### src/rtl/cp0_timer_unit_if.sv
// cp0_timer_unit_if
// MTC0/MFC0 register access bus between the pipeline and the CP0 block.
//   we, waddr, wdata : MTC0 write port (driven by the core)
//   re, raddr        : MFC0 read request (driven by the core)
//   rdata            : MFC0 read data, combinational (driven by CP0)
interface cp0_timer_unit_if;
  logic        we;
  logic [4:0]  waddr;
  logic [31:0] wdata;
  logic        re;
  logic [4:0]  raddr;
  logic [31:0] rdata;

  modport master (output we, waddr, wdata, re, raddr, input rdata);
  modport slave  (input we, waddr, wdata, re, raddr, output rdata);
endinterface

### src/rtl/cp0_timer_unit.sv
// cp0_timer_unit
// CP0 coprocessor for MiniMIPS32: BadVAddr, Count, Compare, Status, Cause, EPC,
// exception entry / ERET return, interrupt request and Count/Compare timer.
// Ports:
//   cpu_clk_50M, cpu_rst : clock, synchronous active-high reset
//   cp0_bus (slave)      : MTC0 write / MFC0 read bus
//   int_i                : level-sensitive hardware interrupt lines
//   exc_valid, exccode_i, exc_pc_i, in_delay_i, exc_badvaddr_i : committed exception
//   eret_i               : committed ERET
//   flush, excaddr       : pipeline flush and redirect target
//   int_req, timer_int   : interrupt request to the core, timer interrupt flag
//   status_o, cause_o    : Status / Cause register views
module cp0_timer_unit #(
  parameter int          NUM_HW_INT = 6,
  parameter int          COUNT_DIV  = 2,
  parameter logic [31:0] EXC_ENTRY  = 32'hBFC00380,
  parameter logic [31:0] RESET_PC   = 32'hBFC00000
) (
  input  logic                  cpu_clk_50M,
  input  logic                  cpu_rst,
  cp0_timer_unit_if.slave       cp0_bus,
  input  logic [NUM_HW_INT-1:0] int_i,
  input  logic                  exc_valid,
  input  logic [4:0]            exccode_i,
  input  logic [31:0]           exc_pc_i,
  input  logic                  in_delay_i,
  input  logic [31:0]           exc_badvaddr_i,
  input  logic                  eret_i,
  output logic                  flush,
  output logic [31:0]           excaddr,
  output logic                  int_req,
  output logic                  timer_int,
  output logic [31:0]           status_o,
  output logic [31:0]           cause_o
);

  localparam logic [4:0]  ADDR_BADVADDR = 5'd8;
  localparam logic [4:0]  ADDR_COUNT    = 5'd9;
  localparam logic [4:0]  ADDR_COMPARE  = 5'd11;
  localparam logic [4:0]  ADDR_STATUS   = 5'd12;
  localparam logic [4:0]  ADDR_CAUSE    = 5'd13;
  localparam logic [4:0]  ADDR_EPC      = 5'd14;
  localparam logic [31:0] PRESC_MAX     = 32'(COUNT_DIV - 1);

  logic [31:0] r_badvaddr, r_count, r_compare, r_epc, r_presc;
  logic [7:0]  r_im;
  logic        r_exl, r_ie;
  logic        r_bd, r_armed, r_timer_int;
  logic [5:0]  r_ip_hw;
  logic [1:0]  r_ip_sw;
  logic [4:0]  r_exccode;

  logic [5:0]  w_ip_hw;
  logic        w_wrap;
  logic        w_mtc0;

  // Writes lose to a simultaneous exception or ERET.
  assign w_mtc0 = cp0_bus.we & ~exc_valid & ~eret_i;
  assign w_wrap = (r_presc == PRESC_MAX);

  // Hardware IP bits follow int_i; IP7 additionally carries the timer.
  always_comb begin
    w_ip_hw = '0;
    for (int k = 0; k < NUM_HW_INT; k++) begin
      w_ip_hw[k] = int_i[k];
    end
    w_ip_hw[5] = w_ip_hw[5] | r_timer_int;
  end

  assign status_o  = {3'b000, 1'b1, 12'b0, r_im, 6'b0, r_exl, r_ie};
  assign cause_o   = {r_bd, r_timer_int, 14'b0, r_ip_hw, r_ip_sw, 1'b0, r_exccode, 2'b00};
  assign timer_int = r_timer_int;
  assign int_req   = r_ie & ~r_exl & (|({r_ip_hw, r_ip_sw} & r_im));
  assign flush     = ~cpu_rst & (exc_valid | eret_i);

  // Redirect target; an MTC0 to EPC in the ERET cycle is forwarded directly.
  always_comb begin
    excaddr = 32'h0;
    if (cpu_rst)
      excaddr = RESET_PC;
    else if (exc_valid)
      excaddr = EXC_ENTRY;
    else if (eret_i && cp0_bus.we && cp0_bus.waddr == ADDR_EPC)
      excaddr = cp0_bus.wdata;
    else if (eret_i)
      excaddr = r_epc;
  end

  always_comb begin
    cp0_bus.rdata = 32'h0;
    if (cp0_bus.re) begin
      case (cp0_bus.raddr)
        ADDR_BADVADDR: cp0_bus.rdata = r_badvaddr;
        ADDR_COUNT:    cp0_bus.rdata = r_count;
        ADDR_COMPARE:  cp0_bus.rdata = r_compare;
        ADDR_STATUS:   cp0_bus.rdata = status_o;
        ADDR_CAUSE:    cp0_bus.rdata = cause_o;
        ADDR_EPC:      cp0_bus.rdata = r_epc;
        default:       cp0_bus.rdata = 32'h0;
      endcase
    end
  end

  always_ff @(posedge cpu_clk_50M) begin
    if (cpu_rst) begin
      r_badvaddr  <= '0;
      r_count     <= '0;
      r_compare   <= '0;
      r_epc       <= '0;
      r_presc     <= '0;
      r_im        <= '0;
      r_exl       <= 1'b0;
      r_ie        <= 1'b0;
      r_bd        <= 1'b0;
      r_armed     <= 1'b0;
      r_timer_int <= 1'b0;
      r_ip_hw     <= '0;
      r_ip_sw     <= '0;
      r_exccode   <= '0;
    end else begin
      r_ip_hw <= w_ip_hw;

      // Count only advances when the prescaler wraps; a Count write restarts it.
      if (w_mtc0 && cp0_bus.waddr == ADDR_COUNT) begin
        r_count <= cp0_bus.wdata;
        r_presc <= '0;
      end else if (w_wrap) begin
        r_count <= r_count + 32'd1;
        r_presc <= '0;
      end else begin
        r_presc <= r_presc + 32'd1;
      end

      // A Compare write beats a match landing in the same cycle.
      if (w_mtc0 && cp0_bus.waddr == ADDR_COMPARE) begin
        r_compare   <= cp0_bus.wdata;
        r_armed     <= 1'b1;
        r_timer_int <= 1'b0;
      end else if (r_armed && w_wrap && r_count == r_compare) begin
        r_timer_int <= 1'b1;
      end

      // Nested exceptions (EXL already set) keep the original EPC/BD.
      if (exc_valid) begin
        if (!r_exl) begin
          r_epc <= in_delay_i ? exc_pc_i - 32'd4 : exc_pc_i;
          r_bd  <= in_delay_i;
        end
        r_exl     <= 1'b1;
        r_exccode <= exccode_i;
        if (exccode_i == 5'h04 || exccode_i == 5'h05)
          r_badvaddr <= exc_badvaddr_i;
      end else if (eret_i) begin
        r_exl <= 1'b0;
      end else if (w_mtc0) begin
        case (cp0_bus.waddr)
          ADDR_STATUS: begin
            r_im  <= cp0_bus.wdata[15:8];
            r_exl <= cp0_bus.wdata[1];
            r_ie  <= cp0_bus.wdata[0];
          end
          ADDR_CAUSE: r_ip_sw <= cp0_bus.wdata[9:8];
          ADDR_EPC:   r_epc   <= cp0_bus.wdata;
          default: ;
        endcase
      end
    end
  end

endmodule

### src/flat_wrapper.sv
// flat-port wrapper written by rule: the top's interface ports become plain ports
module cp0_timer_unit_flat 
#(
  parameter int          NUM_HW_INT = 6,
  parameter int          COUNT_DIV  = 2,
  parameter logic [31:0] EXC_ENTRY  = 32'hBFC00380,
  parameter logic [31:0] RESET_PC   = 32'hBFC00000
)
  (cpu_clk_50M, cpu_rst, int_i, exc_valid, exccode_i, exc_pc_i, in_delay_i, exc_badvaddr_i, eret_i, flush, excaddr, int_req, timer_int, status_o, cause_o, cp0_bus_we, cp0_bus_waddr, cp0_bus_wdata, cp0_bus_re, cp0_bus_raddr, cp0_bus_rdata);
  cp0_timer_unit_if cp0_bus_i ();
  input  logic cpu_clk_50M;
  input  logic cpu_rst;
  input  logic [NUM_HW_INT-1:0] int_i;
  input  logic exc_valid;
  input  logic [4:0] exccode_i;
  input  logic [31:0] exc_pc_i;
  input  logic in_delay_i;
  input  logic [31:0] exc_badvaddr_i;
  input  logic eret_i;
  output logic flush;
  output logic [31:0] excaddr;
  output logic int_req;
  output logic timer_int;
  output logic [31:0] status_o;
  output logic [31:0] cause_o;
  input wire logic [$bits(cp0_bus_i.we)-1:0] cp0_bus_we;
  input wire logic [$bits(cp0_bus_i.waddr)-1:0] cp0_bus_waddr;
  input wire logic [$bits(cp0_bus_i.wdata)-1:0] cp0_bus_wdata;
  input wire logic [$bits(cp0_bus_i.re)-1:0] cp0_bus_re;
  input wire logic [$bits(cp0_bus_i.raddr)-1:0] cp0_bus_raddr;
  output wire logic [$bits(cp0_bus_i.rdata)-1:0] cp0_bus_rdata;
  assign cp0_bus_i.we = cp0_bus_we;
  assign cp0_bus_i.waddr = cp0_bus_waddr;
  assign cp0_bus_i.wdata = cp0_bus_wdata;
  assign cp0_bus_i.re = cp0_bus_re;
  assign cp0_bus_i.raddr = cp0_bus_raddr;
  assign cp0_bus_rdata = cp0_bus_i.rdata;
  cp0_timer_unit #(.NUM_HW_INT(NUM_HW_INT), .COUNT_DIV(COUNT_DIV), .EXC_ENTRY(EXC_ENTRY), .RESET_PC(RESET_PC)) u_core (.cpu_clk_50M(cpu_clk_50M), .cpu_rst(cpu_rst), .cp0_bus(cp0_bus_i), .int_i(int_i), .exc_valid(exc_valid), .exccode_i(exccode_i), .exc_pc_i(exc_pc_i), .in_delay_i(in_delay_i), .exc_badvaddr_i(exc_badvaddr_i), .eret_i(eret_i), .flush(flush), .excaddr(excaddr), .int_req(int_req), .timer_int(timer_int), .status_o(status_o), .cause_o(cause_o));
endmodule
### config.mk
export PLATFORM = sky130hd
export DESIGN_NAME = cp0_timer_unit_flat
export DESIGN_NICKNAME = d
export VERILOG_FILES = /design/src/rtl/cp0_timer_unit_if.sv /design/src/rtl/cp0_timer_unit.sv /design/src/flat_wrapper.sv
export SDC_FILE = /design/constraint.sdc
export NUM_CORES = 1
export LEC_CHECK = 0
export CORE_ASPECT_RATIO = 1.25
export CORE_MARGIN = 8
export CORE_UTILIZATION = 56
export CTS_BUF_LIST = sky130_fd_sc_hd__clkbuf_2
export DETAILED_ROUTE_END_ITERATION = 8
export MAX_ROUTING_LAYER = met4
export PLACE_DENSITY = 0.94
export SYNTH_ARGS = -nofsm -noshare
export SYNTH_HDL_FRONTEND = slang
export SYNTH_SLANG_ARGS = --single-unit
### constraint.sdc
create_clock -name cpu_clk_50M -period 6.6 [get_ports cpu_clk_50M]
set_input_delay 0.99 -clock cpu_clk_50M [delete_from_list [all_inputs] [get_ports cpu_clk_50M]]
set_output_delay 0.99 -clock cpu_clk_50M [all_outputs]
set_load 0.03 [all_outputs]
======== After elaboration in Yosys (flattened, before gate mapping) ========
Cells that the tools add are included.
operators by class
  equality and inequality tests ........... 17
  $add $sub $neg .......................... 3
  mux-type cells .......................... 18
  bitwise gates (word level) .............. 12
  reductions and logical operators ........ 21
operators by type and width
  cell                                                number
  2-to-1 mux 32 bit                                   13
  case mux 32 bit (6 select lines)                    1
  adder 32 x 1 -> 32 bit, second input constant       2
  == test 5 x 4 -> 1 bit, second input constant       11
  == test 32 x 1 -> 1 bit, second input constant      1
  == test 32 bit                                      1
  subtractor 32 x 3 -> 32 bit, second input constant  1
  AND reduction 4 bit                                 3
  == test 5 x 3 -> 1 bit, second input constant       2
  AND 8 bit                                           1
  OR reduction 8 bit                                  1
  logical AND 1 bit                                   6
  AND reduction 2 bit                                 3
  nonzero test 2 bit                                  3
  nonzero test 3 bit                                  2
  AND 1 bit                                           5
  2-to-1 mux 1 bit                                    4
  inequality test 2 bit, second input constant        2
  inverter 1 bit                                      4
  OR reduction 3 bit                                  1
  OR 1 bit                                            2
  OR reduction 2 bit                                  1
  logical OR 1 bit                                    1
word-level totals
  input bits .............................. 124
  bits in registers ....................... 186

======== Logic depth before layout (Yosys ltp) ========
  depth in word-level cells ............... 6
  gate-level depth with buffers ........... 9
  mapped depth without buffers ............ 7

======== Least setup slack after synthesis ========
No wires, ideal clock.
  path kind ............................... input to output
  start point ............................. input port cp0_bus_raddr[2]
  end point ............................... output port cp0_bus_rdata[15]
  arrival ................................. 3.043 ns
  data required time ...................... 5.610 ns
  stages on the path ...................... 6
  slack ................................... 2.567 ns
  cells stage by stage .................... or3b_2 nor3_1 clkbuf_1 a22o_1 a221oi_1 a21boi_0
between the ends
  word-level cells in the longest chain between the ends .. 3
ends and longest elaborated chain
  item                                line                  text
  from (decl)                         flat_wrapper.sv:30    input wire logic [$bits(cp0_bus_i.raddr)-1:0] cp0_bus_raddr;
  == test 5 x 4 -> 1 bit              cp0_timer_unit.sv:92  case (cp0_bus.raddr)
  case mux 32 bit (6 select lines) *  cp0_timer_unit.sv:92
  2-to-1 mux 32 bit *                 cp0_timer_unit.sv:91  if (cp0_bus.re) begin
  to (decl)                           flat_wrapper.sv:31    output wire logic [$bits(cp0_bus_i.rdata)-1:0] cp0_bus_rdata;
Mark *: on every way between the ends. The rest lies on a longest branch, timed or not.

======== Worst setup path after layout ========
  start point ............................. input port cp0_bus_raddr[2]
  end point ............................... output port cp0_bus_rdata[28]
The elaborated chain is that of the path after synthesis.

==> metrics <==
CP required=5610 ps; CTS tree=done; DRT iter0 DRCs=1180; Critical Path End Type=output port; Critical Path Source Type=input pin; CP Class=input pin to output port; worst-skew pair later-pin latency=840 ps; Worst Slack Setup Final=1400 ps; Final period util=0.789; status=finished, final reports clean; PwrDens=167 nW/um2; IO buf count=215; DIE AREA=23500 um2; crit path time final=5200 ps; Num CTS Buffers=17; Max VDD drop=0.108 mV; Syn-to-layout area delta=21.6%; max-slew violations=0; IO Pins=255; Setup TNS=0 ps; Filler cells=1514; post-synthesis sequential area ratio=0.353; clock sinks=186; Max clock buf depth=2; Post-CTS Resized=0; r2r startpoint=u_core.r_presc[0]$_SDFF_PP0_; layout cells sized above 1=0.0467; Rel. slew slack=0.269; Synth Flop Type=dfxtp_1; Final nets=1593; Core Box Area=18600 um2; Hold Crit Class=flop to flop; worst-margin pin slew=1090 ps; First-pass DRT Iterations=7; CTS Root Cell=clkbuf_2; global placement routability congestion=1.01; yosys warns=0; WHS Path Cells=2; Mapped Avg Cell Area=7.98 um2; WL/cell=22.0 um; Initial Utilization=0.566; Reg2Reg Depth=6; synthesized instance count=1322; hold wc startpoint=u_core.r_armed$_SDFFE_PP0P_; initial antenna violation count=4; vias in the first global route=10581; Rows=56; DIE HEIGHT=169 um; clk_skew=35.2 ps; post-place setup slack=1480 ps; post-CTS setup buffers=0; Vias=10962; HPWL Detailed=28500 um; Hold Fails Final Rpt=0; cts hold-fix bufs=0; worst reg2reg endpoint=u_core.r_count[24]$_SDFFE_PP0P_; first-pass GRT wire length=57400 um; hold endpoint=u_core.r_armed$_SDFFE_PP0P_; most frequent cells in the layout=213 x clkdlybuf4s50_1, 186 x dfxtp_1, 151 x nand2_1; CP Max Fanout=23; fmax=192 MHz; Yosys reg bits=186; chip width=139 um; RSZ-0062 raised after global routing=false; number of flops mapped to enable cells by yosys=0; Util after Layout=0.689; residual DRC count=0; largest net degree at the start of global routing=76; Tot GR Track Use=0.318; Inst Count DP=1678; most common cell after layout, fill and taps aside=clkdlybuf4s50_1; htree depth=4; Final Non-Filler Cells=1714; Synth cell types=57; DRT antenna net count=0; Arrival @ worst endpoint=4210 ps; Leak Pwr=4.68 nW; total wire length=37700 um; synthesized area=10600 um2; Post-synth ARST share=0; total of max-cap violations=0; final setup vio count=0; vias per cell=6.40; GRT Residual Overflow=0; Worst-path clk slew=260 ps; reg-to-reg setup timing slack=3150 ps
-- routing by layer --
layer,wire length (um),part of all wire,GRT usage
met5,0,0,-
met3,3860,0.10,0.0571
met1,13900,0.37,0.361
met4,2400,0.064,0.203
met2,17500,0.46,0.514
-- kinds of logic (layout without fill, tap and decap cells) --
group	Yosys count	after routing	synth area share
xor+xnor	112	112	0.0929
other cells	2	43	0.000712
mux	68	68	0.0650
fa+ha+maj	4	4	0.00474
flops	186	186	0.353
simple gates	510	510	0.237
buf+inv	161	280	0.0734
compound gates	279	279	0.173
-- stage by stage --
step	area [um2]	total power (W)	hold WS, ps
2_1_floorplan	10700	0.00140	426
3_3_place_gp	12600	0.00155	434
3_5_place_dp	12600	0.00156	441
4_1_cts	12800	0.00213	469
5_1_grt	12800	0.00220	491
6_report	12800	0.00214	472
-- power by group --
part           internal (W)  switching (W)  leakage, nW
Combinational      0.000142       0.000216         3.02
Clock              0.000153       0.000437        0.150
Sequential          0.00116      0.0000341         1.51
Total               0.00145       0.000687         4.68
-- critical path, stage by stage --
cell and delay (ps):
clkdlybuf4s50_1 450, or3b_2 540, nor2_2 860, buf_4 310
a222oi_1 110, a21oi_1 200, clkdlybuf4s50_1 740
-- cells in the mapped netlist (16+ instances only) --
| cell | count | share of area |
|---|---|---|
| a211oi_1 | 28 | 0.020 |
| buf_4 | 43 | 0.031 |
| nor4_1 | 38 | 0.023 |
| nand4_1 | 23 | 0.014 |
| nand3_1 | 31 | 0.015 |
| a22oi_1 | 47 | 0.033 |
| dfxtp_1 | 186 | 0.35 |
| xnor2_1 | 55 | 0.046 |
| mux2i_1 | 64 | 0.061 |
| nand2_1 | 151 | 0.054 |
| xor2_1 | 57 | 0.047 |
| nor3_1 | 24 | 0.011 |
| o21ai_0 | 16 | 0.0076 |
| a21oi_1 | 102 | 0.048 |
| clkbuf_1 | 87 | 0.031 |
| nor2_1 | 148 | 0.053 |
-- sequential cells by signal (all words and copies together), names as in the netlist --
register and count:
u_core.r_badvaddr 32, u_core.r_compare 32, u_core.r_count 32, u_core.r_epc 32
u_core.r_presc 32, u_core.r_im 8, u_core.r_ip_hw 6, u_core.r_exccode 5
u_core.r_ip_sw 2, u_core.r_armed 1, u_core.r_bd 1, u_core.r_exl 1
u_core.r_ie 1, u_core.timer_int 1
-- final cells by class --
cell class | count | area [um2] | area share
multi-input combinational | 1012 | 6240 | 0.486
antenna | 4 | 10.0 | 0.000780
timing repair buffer | 233 | 2280 | 0.178
clock buffer | 17 | 85.1 | 0.00663
tap | 232 | 290 | 0.0226
clock inverter | 15 | 158 | 0.0123
sequential | 186 | 3720 | 0.290
inverter | 15 | 56.3 | 0.00439
-- worst max path at each step --
stage,slack (ps),cells after the start,start,endpoint
2_1_floorplan,2570,6,cp0_bus_raddr[2],cp0_bus_rdata[15]
3_3_place_gp,1520,7,cp0_bus_raddr[2],cp0_bus_rdata[25]
3_5_place_dp,1480,7,cp0_bus_raddr[2],cp0_bus_rdata[22]
4_1_cts,1470,7,cp0_bus_raddr[2],cp0_bus_rdata[22]
5_1_grt,1330,7,cp0_bus_raddr[2],cp0_bus_rdata[1]
6_report,1400,7,cp0_bus_raddr[2],cp0_bus_rdata[28]
No activity file was read; power rests on OpenSTA's default activity.
